## config.mk

```make
export PLATFORM = sky130hd
export DESIGN_NAME = csel_adder_pipe
export DESIGN_NICKNAME = d
export VERILOG_FILES = /design/src/rtl/csel_pkg.sv /design/src/rtl/csel_block.sv /design/src/rtl/csel_adder_pipe.sv
export SDC_FILE = /design/constraint.sdc
export NUM_CORES = 1
export LEC_CHECK = 0
export CORE_ASPECT_RATIO = 0.5
export CORE_MARGIN = 10
export CORE_UTILIZATION = 30
export DETAILED_ROUTE_END_ITERATION = 16
export DONT_BUFFER_PORTS = 1
export SETUP_SLACK_MARGIN = 0.02
export SLEW_MARGIN = 0
export SYNTH_ARGS = -nofsm -noshare
export SYNTH_HDL_FRONTEND = slang
export SYNTH_SLANG_ARGS = --single-unit
```

## constraint.sdc

```tcl
create_clock -name clk -period 7.42 [get_ports clk]
set_input_delay 1.113 -clock clk [delete_from_list [all_inputs] [get_ports clk]]
set_output_delay 1.113 -clock clk [all_outputs]
set_load 0.05 [all_outputs]
```

## src/rtl/csel_pkg.sv

```systemverilog
// csel_pkg: shared defaults and result-flag layout for the carry-select adder pipeline
package csel_pkg;
  localparam int DEF_WIDTH = 16;
  localparam int DEF_BLOCK = 4;
  localparam int FLAG_COUT = 0;
  localparam int FLAG_OVF = 1;
  localparam int FLAG_W = 2;
endpackage

```

## src/rtl/csel_block.sv

```systemverilog
// csel_block: one carry-select group, precomputing sum/carry for both possible carry-ins
module csel_block #(
  parameter int BLOCK = 4
) (
  input  logic [BLOCK-1:0] a,
  input  logic [BLOCK-1:0] b,
  output logic [BLOCK-1:0] sum0,
  output logic [BLOCK-1:0] sum1,
  output logic             cout0,
  output logic             cout1,
  output logic             ctop0,
  output logic             ctop1
);
  always_comb begin
    {cout0, sum0} = {1'b0, a} + {1'b0, b};
    {cout1, sum1} = {1'b0, a} + {1'b0, b} + {{BLOCK{1'b0}}, 1'b1};
    // carry into the top bit is recovered from that bit's sum and operands
    ctop0 = sum0[BLOCK-1] ^ a[BLOCK-1] ^ b[BLOCK-1];
    ctop1 = sum1[BLOCK-1] ^ a[BLOCK-1] ^ b[BLOCK-1];
  end
endmodule

```

## src/rtl/csel_adder_pipe.sv

```systemverilog
// csel_adder_pipe: two-stage carry-select add/subtract with valid/ready flow control
module csel_adder_pipe
  import csel_pkg::*;
#(
  parameter int WIDTH = DEF_WIDTH,
  parameter int BLOCK = DEF_BLOCK
) (
  input  logic             clk,
  input  logic             rst,
  input  logic             in_valid,
  output logic             in_ready,
  input  logic [WIDTH-1:0] x,
  input  logic [WIDTH-1:0] y,
  input  logic             cin,
  input  logic             sub,
  output logic             out_valid,
  input  logic             out_ready,
  output logic [WIDTH-1:0] sum,
  output logic             cout,
  output logic             ovf
);
  localparam int NUM_BLOCKS = WIDTH / BLOCK;
  if (BLOCK < 1 || BLOCK > WIDTH || (WIDTH % BLOCK) != 0) begin : g_bad_cfg
    $error("csel_adder_pipe: WIDTH must be a positive multiple of BLOCK");
  end
  logic [WIDTH-1:0] yb;
  logic ci;
  logic [NUM_BLOCKS-1:0][BLOCK-1:0] s0, s1, r_s0, r_s1;
  logic [NUM_BLOCKS-1:0] c0, c1, r_c0, r_c1;
  logic ct0, ct1, r_ct0, r_ct1, r_cin, r_v, adv;
  logic [NUM_BLOCKS:0] c;
  logic [WIDTH-1:0] sum_n;
  logic [FLAG_W-1:0] flags, flags_n;
  assign yb = y ^ {WIDTH{sub}};
  assign ci = sub | cin;
  for (genvar i = 0; i < NUM_BLOCKS; i++) begin : g_blk
    if (i == NUM_BLOCKS - 1) begin : g_msb
      csel_block #(.BLOCK(BLOCK)) u_blk (
        .a(x[i*BLOCK +: BLOCK]), .b(yb[i*BLOCK +: BLOCK]),
        .sum0(s0[i]), .sum1(s1[i]), .cout0(c0[i]), .cout1(c1[i]),
        .ctop0(ct0), .ctop1(ct1)
      );
    end else begin : g_low
      logic unused_ct0, unused_ct1;
      csel_block #(.BLOCK(BLOCK)) u_blk (
        .a(x[i*BLOCK +: BLOCK]), .b(yb[i*BLOCK +: BLOCK]),
        .sum0(s0[i]), .sum1(s1[i]), .cout0(c0[i]), .cout1(c1[i]),
        .ctop0(unused_ct0), .ctop1(unused_ct1)
      );
    end
  end
  assign adv = r_v && (!out_valid || out_ready);
  assign in_ready = !r_v || adv;
  always_ff @(posedge clk) begin
    if (rst) begin
      r_v <= 1'b0;
    end else if (in_ready) begin
      r_v <= in_valid;
      if (in_valid) begin
        r_s0 <= s0;
        r_s1 <= s1;
        r_c0 <= c0;
        r_c1 <= c1;
        r_ct0 <= ct0;
        r_ct1 <= ct1;
        r_cin <= ci;
      end
    end
  end
  always_comb begin
    c = '0;
    sum_n = '0;
    flags_n = '0;
    c[0] = r_cin;
    for (int i = 0; i < NUM_BLOCKS; i++) begin
      sum_n[i*BLOCK +: BLOCK] = c[i] ? r_s1[i] : r_s0[i];
      c[i+1] = c[i] ? r_c1[i] : r_c0[i];
    end
    flags_n[FLAG_COUT] = c[NUM_BLOCKS];
    flags_n[FLAG_OVF] = c[NUM_BLOCKS] ^ (c[NUM_BLOCKS-1] ? r_ct1 : r_ct0);
  end
  always_ff @(posedge clk) begin
    if (rst) begin
      out_valid <= 1'b0;
      sum <= '0;
      flags <= '0;
    end else begin
      if (!out_valid || out_ready) out_valid <= r_v;
      if (adv) begin
        sum <= sum_n;
        flags <= flags_n;
      end
    end
  end
  assign cout = flags[FLAG_COUT];
  assign ovf = flags[FLAG_OVF];
endmodule

```

# ---- After elaboration in Yosys (flattened, before gate mapping)
# Cells that the tools add are included.
dict set report classes {
  add_sub_neg 8
  reduce_logical 6
  mux 9
  bitwise_logic 8
}
# op count
set op_table {}
lappend op_table {{adder 4 x 4 -> 5 bit} 4}
lappend op_table {{adder 5 x 1 -> 5 bit (second input constant)} 4}
lappend op_table {{2-to-1 mux 4 bit} 4}
lappend op_table {{bitwise XOR 16 bit} 1}
lappend op_table {{2-to-1 mux 1 bit} 5}
lappend op_table {{bitwise XOR 1 bit} 5}
lappend op_table {{AND reduction 3 bit} 1}
lappend op_table {{logical NOT 1 bit} 2}
lappend op_table {{logical OR 1 bit} 2}
lappend op_table {{logical AND 1 bit} 1}
lappend op_table {{inverter 1 bit} 1}
lappend op_table {{bitwise OR 1 bit} 1}
dict set report totals {
  output_inout_bits 20
  register_bits 63
}

# ---- Longest topological paths before layout
dict set report depth {
  word_depth 5
  mapped_depth 11
  depth_no_buf 9
}

# ---- By module
# A second synthesis with hierarchy kept.
dict set report hier_totals {
  hier_cells 266
  area_unflattened_um2 3382.0
}
# module area_each_um2 n_inst cells_per_inst
set by_module_without_submodules {}
lappend by_module_without_submodules {csel_adder_pipe 2421.1 1 158}
lappend by_module_without_submodules {csel_block 240.2 4 27}

# ---- Least setup slack after synthesis
# OpenSTA, ideal clock, no wires.
dict set report synth_path {
  path_type {input port to flip-flop}
  start {input port sub}
  end {register r_c1[0], data pin}
  path_slack_ns 4.128
  arrival_time_ns 3.029
  required_ns 7.157
  setup_ns 0.263
  path_stages 10
  cell_sequence {buf_2 > buf_2 > xor2_1 > ha_1 > inv_1 > fa_1 > xnor2_1 > nand3_1 > mux2i_1 > xor2_1}
}
dict set report synth_between {
  elab_chain_len 3
}
# item line
set synth_lines {}
lappend synth_lines {{from (decl)} csel_adder_pipe.sv:15} ;# input logic sub,
lappend synth_lines {{bitwise XOR 16 bit} csel_adder_pipe.sv:34} ;# assign yb = y ^ {WIDTH{sub}};
lappend synth_lines {{adder 4 x 4 -> 5 bit} --}
lappend synth_lines {{via g_blk[0].g_low.u_blk.sum0[2]} csel_block.sv:7} ;# output logic [BLOCK-1:0] sum0,
lappend synth_lines {{adder 5 x 1 -> 5 bit} csel_block.sv:16} ;# {cout1, sum1} = {1'b0, a} + {1'b0, b} + {{BLOCK{1'b0}}, 1'b1};
lappend synth_lines {{via g_blk[0].g_low.u_blk.cout1} csel_block.sv:10} ;# output logic cout1,
lappend synth_lines {{to (signal assigned)} csel_adder_pipe.sv:63} ;# r_c1 <= c1;
lappend synth_lines {{to (decl)} csel_adder_pipe.sv:29} ;# logic [NUM_BLOCKS-1:0] c0, c1, r_c0, r_c1;
# The timed path passes the listed nets, and every way through them passes these cells.
# A chain may end at the register's enable or synchronous reset.

# ---- Worst setup path after layout
dict set report layout_path {
  start {input port out_ready}
  end {output port in_ready}
}
dict set report layout_between {
  elab_chain_len 3
}
# item line
set layout_lines {}
lappend layout_lines {{from (decl)} csel_adder_pipe.sv:17} ;# input logic out_ready,
lappend layout_lines {{logical OR 1 bit} csel_adder_pipe.sv:52} ;# assign adv = r_v && (!out_valid || out_ready);
lappend layout_lines {{logical AND 1 bit} csel_adder_pipe.sv:52}
lappend layout_lines {{logical OR 1 bit} csel_adder_pipe.sv:53} ;# assign in_ready = !r_v || adv;
lappend layout_lines {{to (decl)} csel_adder_pipe.sv:11} ;# output logic in_ready,
# Every way passes these cells.

==> summary.txt <==
Outcome
  – Status: complete, no violations

Synthesis
  – Ys flop type: edfxtp_1
  – Async S/R FF share, synth: 0
  – Post-Syn Area: 0.00325 sq mm
  – EDFF count, synth: 43
  – Yosys cell types: 31
  – Seq cells post-synth: 63
  – Mapped Cells: approximately 260
  – Sequential fraction of the synthesis area: 0.520
  – Yosys warning count: 0
  – Top cells by area, synth: edfxtp_1 40%, dfxtp_1 12%, ha_1 7.7%
  – Commonest cells in the netlist: 43 x edfxtp_1, 28 x xor2_1, 23 x mux2i_1
  – Largest area contributor in the netlist: edfxtp_1
  – Mapped Nets: 321
  – Top-count cell post-synth: edfxtp_1
  – Avg Cell Area, Syn: 12.6 sq um
  – Post-synth top area share: 0.397

Worst setup path
  – WP buf/inv: 0
  – CP startpoint: out_ready
  – Setup crit start kind: input pin
  – Cell Chain, Critical Path: nor2b_1 -> nand2_1
  – Critical Path End Type: output pin
  – CP peak stage delay: 0.43 ns
  – Slowest-stage cell, CP: nand2_1
  – Crit path required time: 6.31 ns
  – Crit Path Class: in2out
  – CP Max Fanout: 5
  – Largest delay contributor family on the critical path: simple AND/OR/NAND/NOR gates
  – Critical Path AT: 1.87 ns
  – Launching point of the worst reg2reg path: out_valid

Die
  – Die H: 93.6 um
  – Starting Density: 0.313
  – # rows: 26
  – Core area: slightly above 0.01 sq mm
  – Die X: 167 um
  – IO Pins: 58
  – Die area: 0.0157 sq mm

Timing
  – Slew margin rel.: 0.355
  – Setup TNS: 0 ns
  – Slew @ Worst Pin: 0.968 ns
  – RSZ-0062 raised after global routing: false
  – # setup viols final: 0
  – Final Max Tran Viols: 0
  – Hold_ws: 0.517 ns
  – Fmax: 0.336 GHz
  – Final worst slack: approximately 4.4 ns
  – Clock skew: 0.00438 ns
  – Period utilization: 0.402
  – Minimum clock period: between 2 and 3 ns
  – Hold Fails Final Rpt: 0

Clocking
  – Setup bufs post-CTS: 0
  – CTS Sinks: 63
  – CTS Hold Bufs: 0
  – CTS resizes: 0
  – Clock Root Buffer: clkbuf_16
  – Clock Pin Slew Worst Setup and Hold Paths: ~0.050 ns
  – CTS buffer count: 9
  – TritonCTS clock tree: done
  – Longest Clk Path Bufs: 2
  – Clock H-tree levels: 3
  – Worst skew pair latency: 0.32 ns

Worst hold path
  – Hold Crit Start: r_v
  – Hold Crit Class: reg2reg

Place
  – Post-DP HPWL: approximately 4700 um
  – Buffers added on ports: 0
  – Placement Setup Slack: around 4.4 ns
  – Final Wtd Congestion: 0.746
  – Placed Area: 0.00340 sq mm

Global route
  – GRT Max-Usage Layer: met2
  – Antenna violations before repair: 0
  – Met1 Use GR: 0.0995
  – Largest net degree at the start of global routing: 44
  – First-pass GRT wire length: 9940 um
  – Gr usage total: 0.0805
  – Overflow after GRT: 0
  – Met3 Use GR: 0.0363
  – Vias in the first global route: 1,877
  – GR Util met2: 0.117

Flow run
  – Max Cap Violations: 0

Drt
  – Vias: 1,830
  – Post-route ant nets: 0
  – First-iteration detailed-routing DRC count: 64
  – Routed wire length per instance: 15.1 um
  – First-pass DRT Iterations: 4
  – DRT Wirelength: 6160 um
  – DR vias/cell: 4.49
  – Drt drc: 0

Power and ir drop
  – Leak pwr: around 1.5 nW
  – Maximum VDD drop: 0.0879 mV
  – P per Cell Area: 291 mW/mm^2

Finish
  – Nets: between 300 and 400
  – Ant diodes: 0
  – Layout area overhead: 13.9%
  – Layout cell share with drive strength beyond 1: 0.0784
  – Design Area, Final: approximately 0.0037 sq mm
==> state kept, by name, summed over array words and instances, names as in the netlist, 2 cells and up <==
| name | cells |
|---|---|
| sum | 16 |
| r_s0 | 16 |
| r_s1 | 16 |
| r_c0 | 4 |
| flags | 2 |
| r_c1 | 4 |
==> per-stage QoR <==
stage | cells | utilization | power (mW)
after floorplan | 259 | - | 0.625
after detailed placement | 392 | 0.328 | 0.662
after global placement | 392 | 0.328 | 0.654
after global routing | 408 | 0.357 | 1.14
final | 408 | 0.357 | 1.08
after CTS | 408 | 0.357 | 1.09
==> placed cells by master (no fill, tap or decap) <==
cell type,n
a211oi_1,17
a21o_1,3
a21oi_1,7
and2_1,1
and3_1,1
and3b_2,1
buf_4,1
bufinv_16,2
clkbuf_1,2
clkbuf_16,9
clkinv_1,2
clkinv_2,1
dfxtp_1,20
edfxtp_1,43
fa_1,4
ha_1,20
inv_1,18
mux2i_1,23
mux2i_4,3
nand2_1,2
nand2b_1,3
nand3_1,8
nand3b_1,3
nor2_1,21
nor2_2,1
nor2b_1,4
nor3_1,1
o21ai_0,3
o21bai_1,1
o41ai_2,1
or2_2,1
or3b_2,1
xnor2_1,11
xnor3_1,1
xor2_1,28
==> power by group <==
group          internal (mW)  total (mW)  switching (mW)
Clock                  0.291       0.426           0.135
Sequential             0.430       0.473          0.0434
Combinational         0.0814       0.179          0.0973
==> final timing paths <==
check / end / slack (ns) / cells after the start
max reg2reg: r_cin / 4.82 / 3
max: in_ready / 4.44 / 2
min reg2reg: out_valid / 0.52 / 2
min: out_valid / 0.52 / 2
==> per-layer routing <==
layer  vias up  share of wire
met1       849           0.46
met2        41           0.45
met5         -              0
met3         8          0.073
li1        932              -
met4         0          0.016
==> cell families after synthesis <==
kind of cell / share of synthesized area
AOI/OAI and AO/OA: 0.0688
xor gates and xnor gates: 0.112
adders and majority gates: 0.102
buffers and inverters: 0.0331
DFF: 0.520
muxes: 0.0915
and+or+nand+nor: 0.0731
==> area by class of cell <==
class,count,area (sq um)
clock buffers,11,233
clock inverters,5,72.6
fillers,1019,6670
inverters,18,67.6
multi-input cells,170,1460
flip-flops and latches,63,1690
well taps,140,175
repair buffers,1,7.51
(Power assumes the default switching activity.)
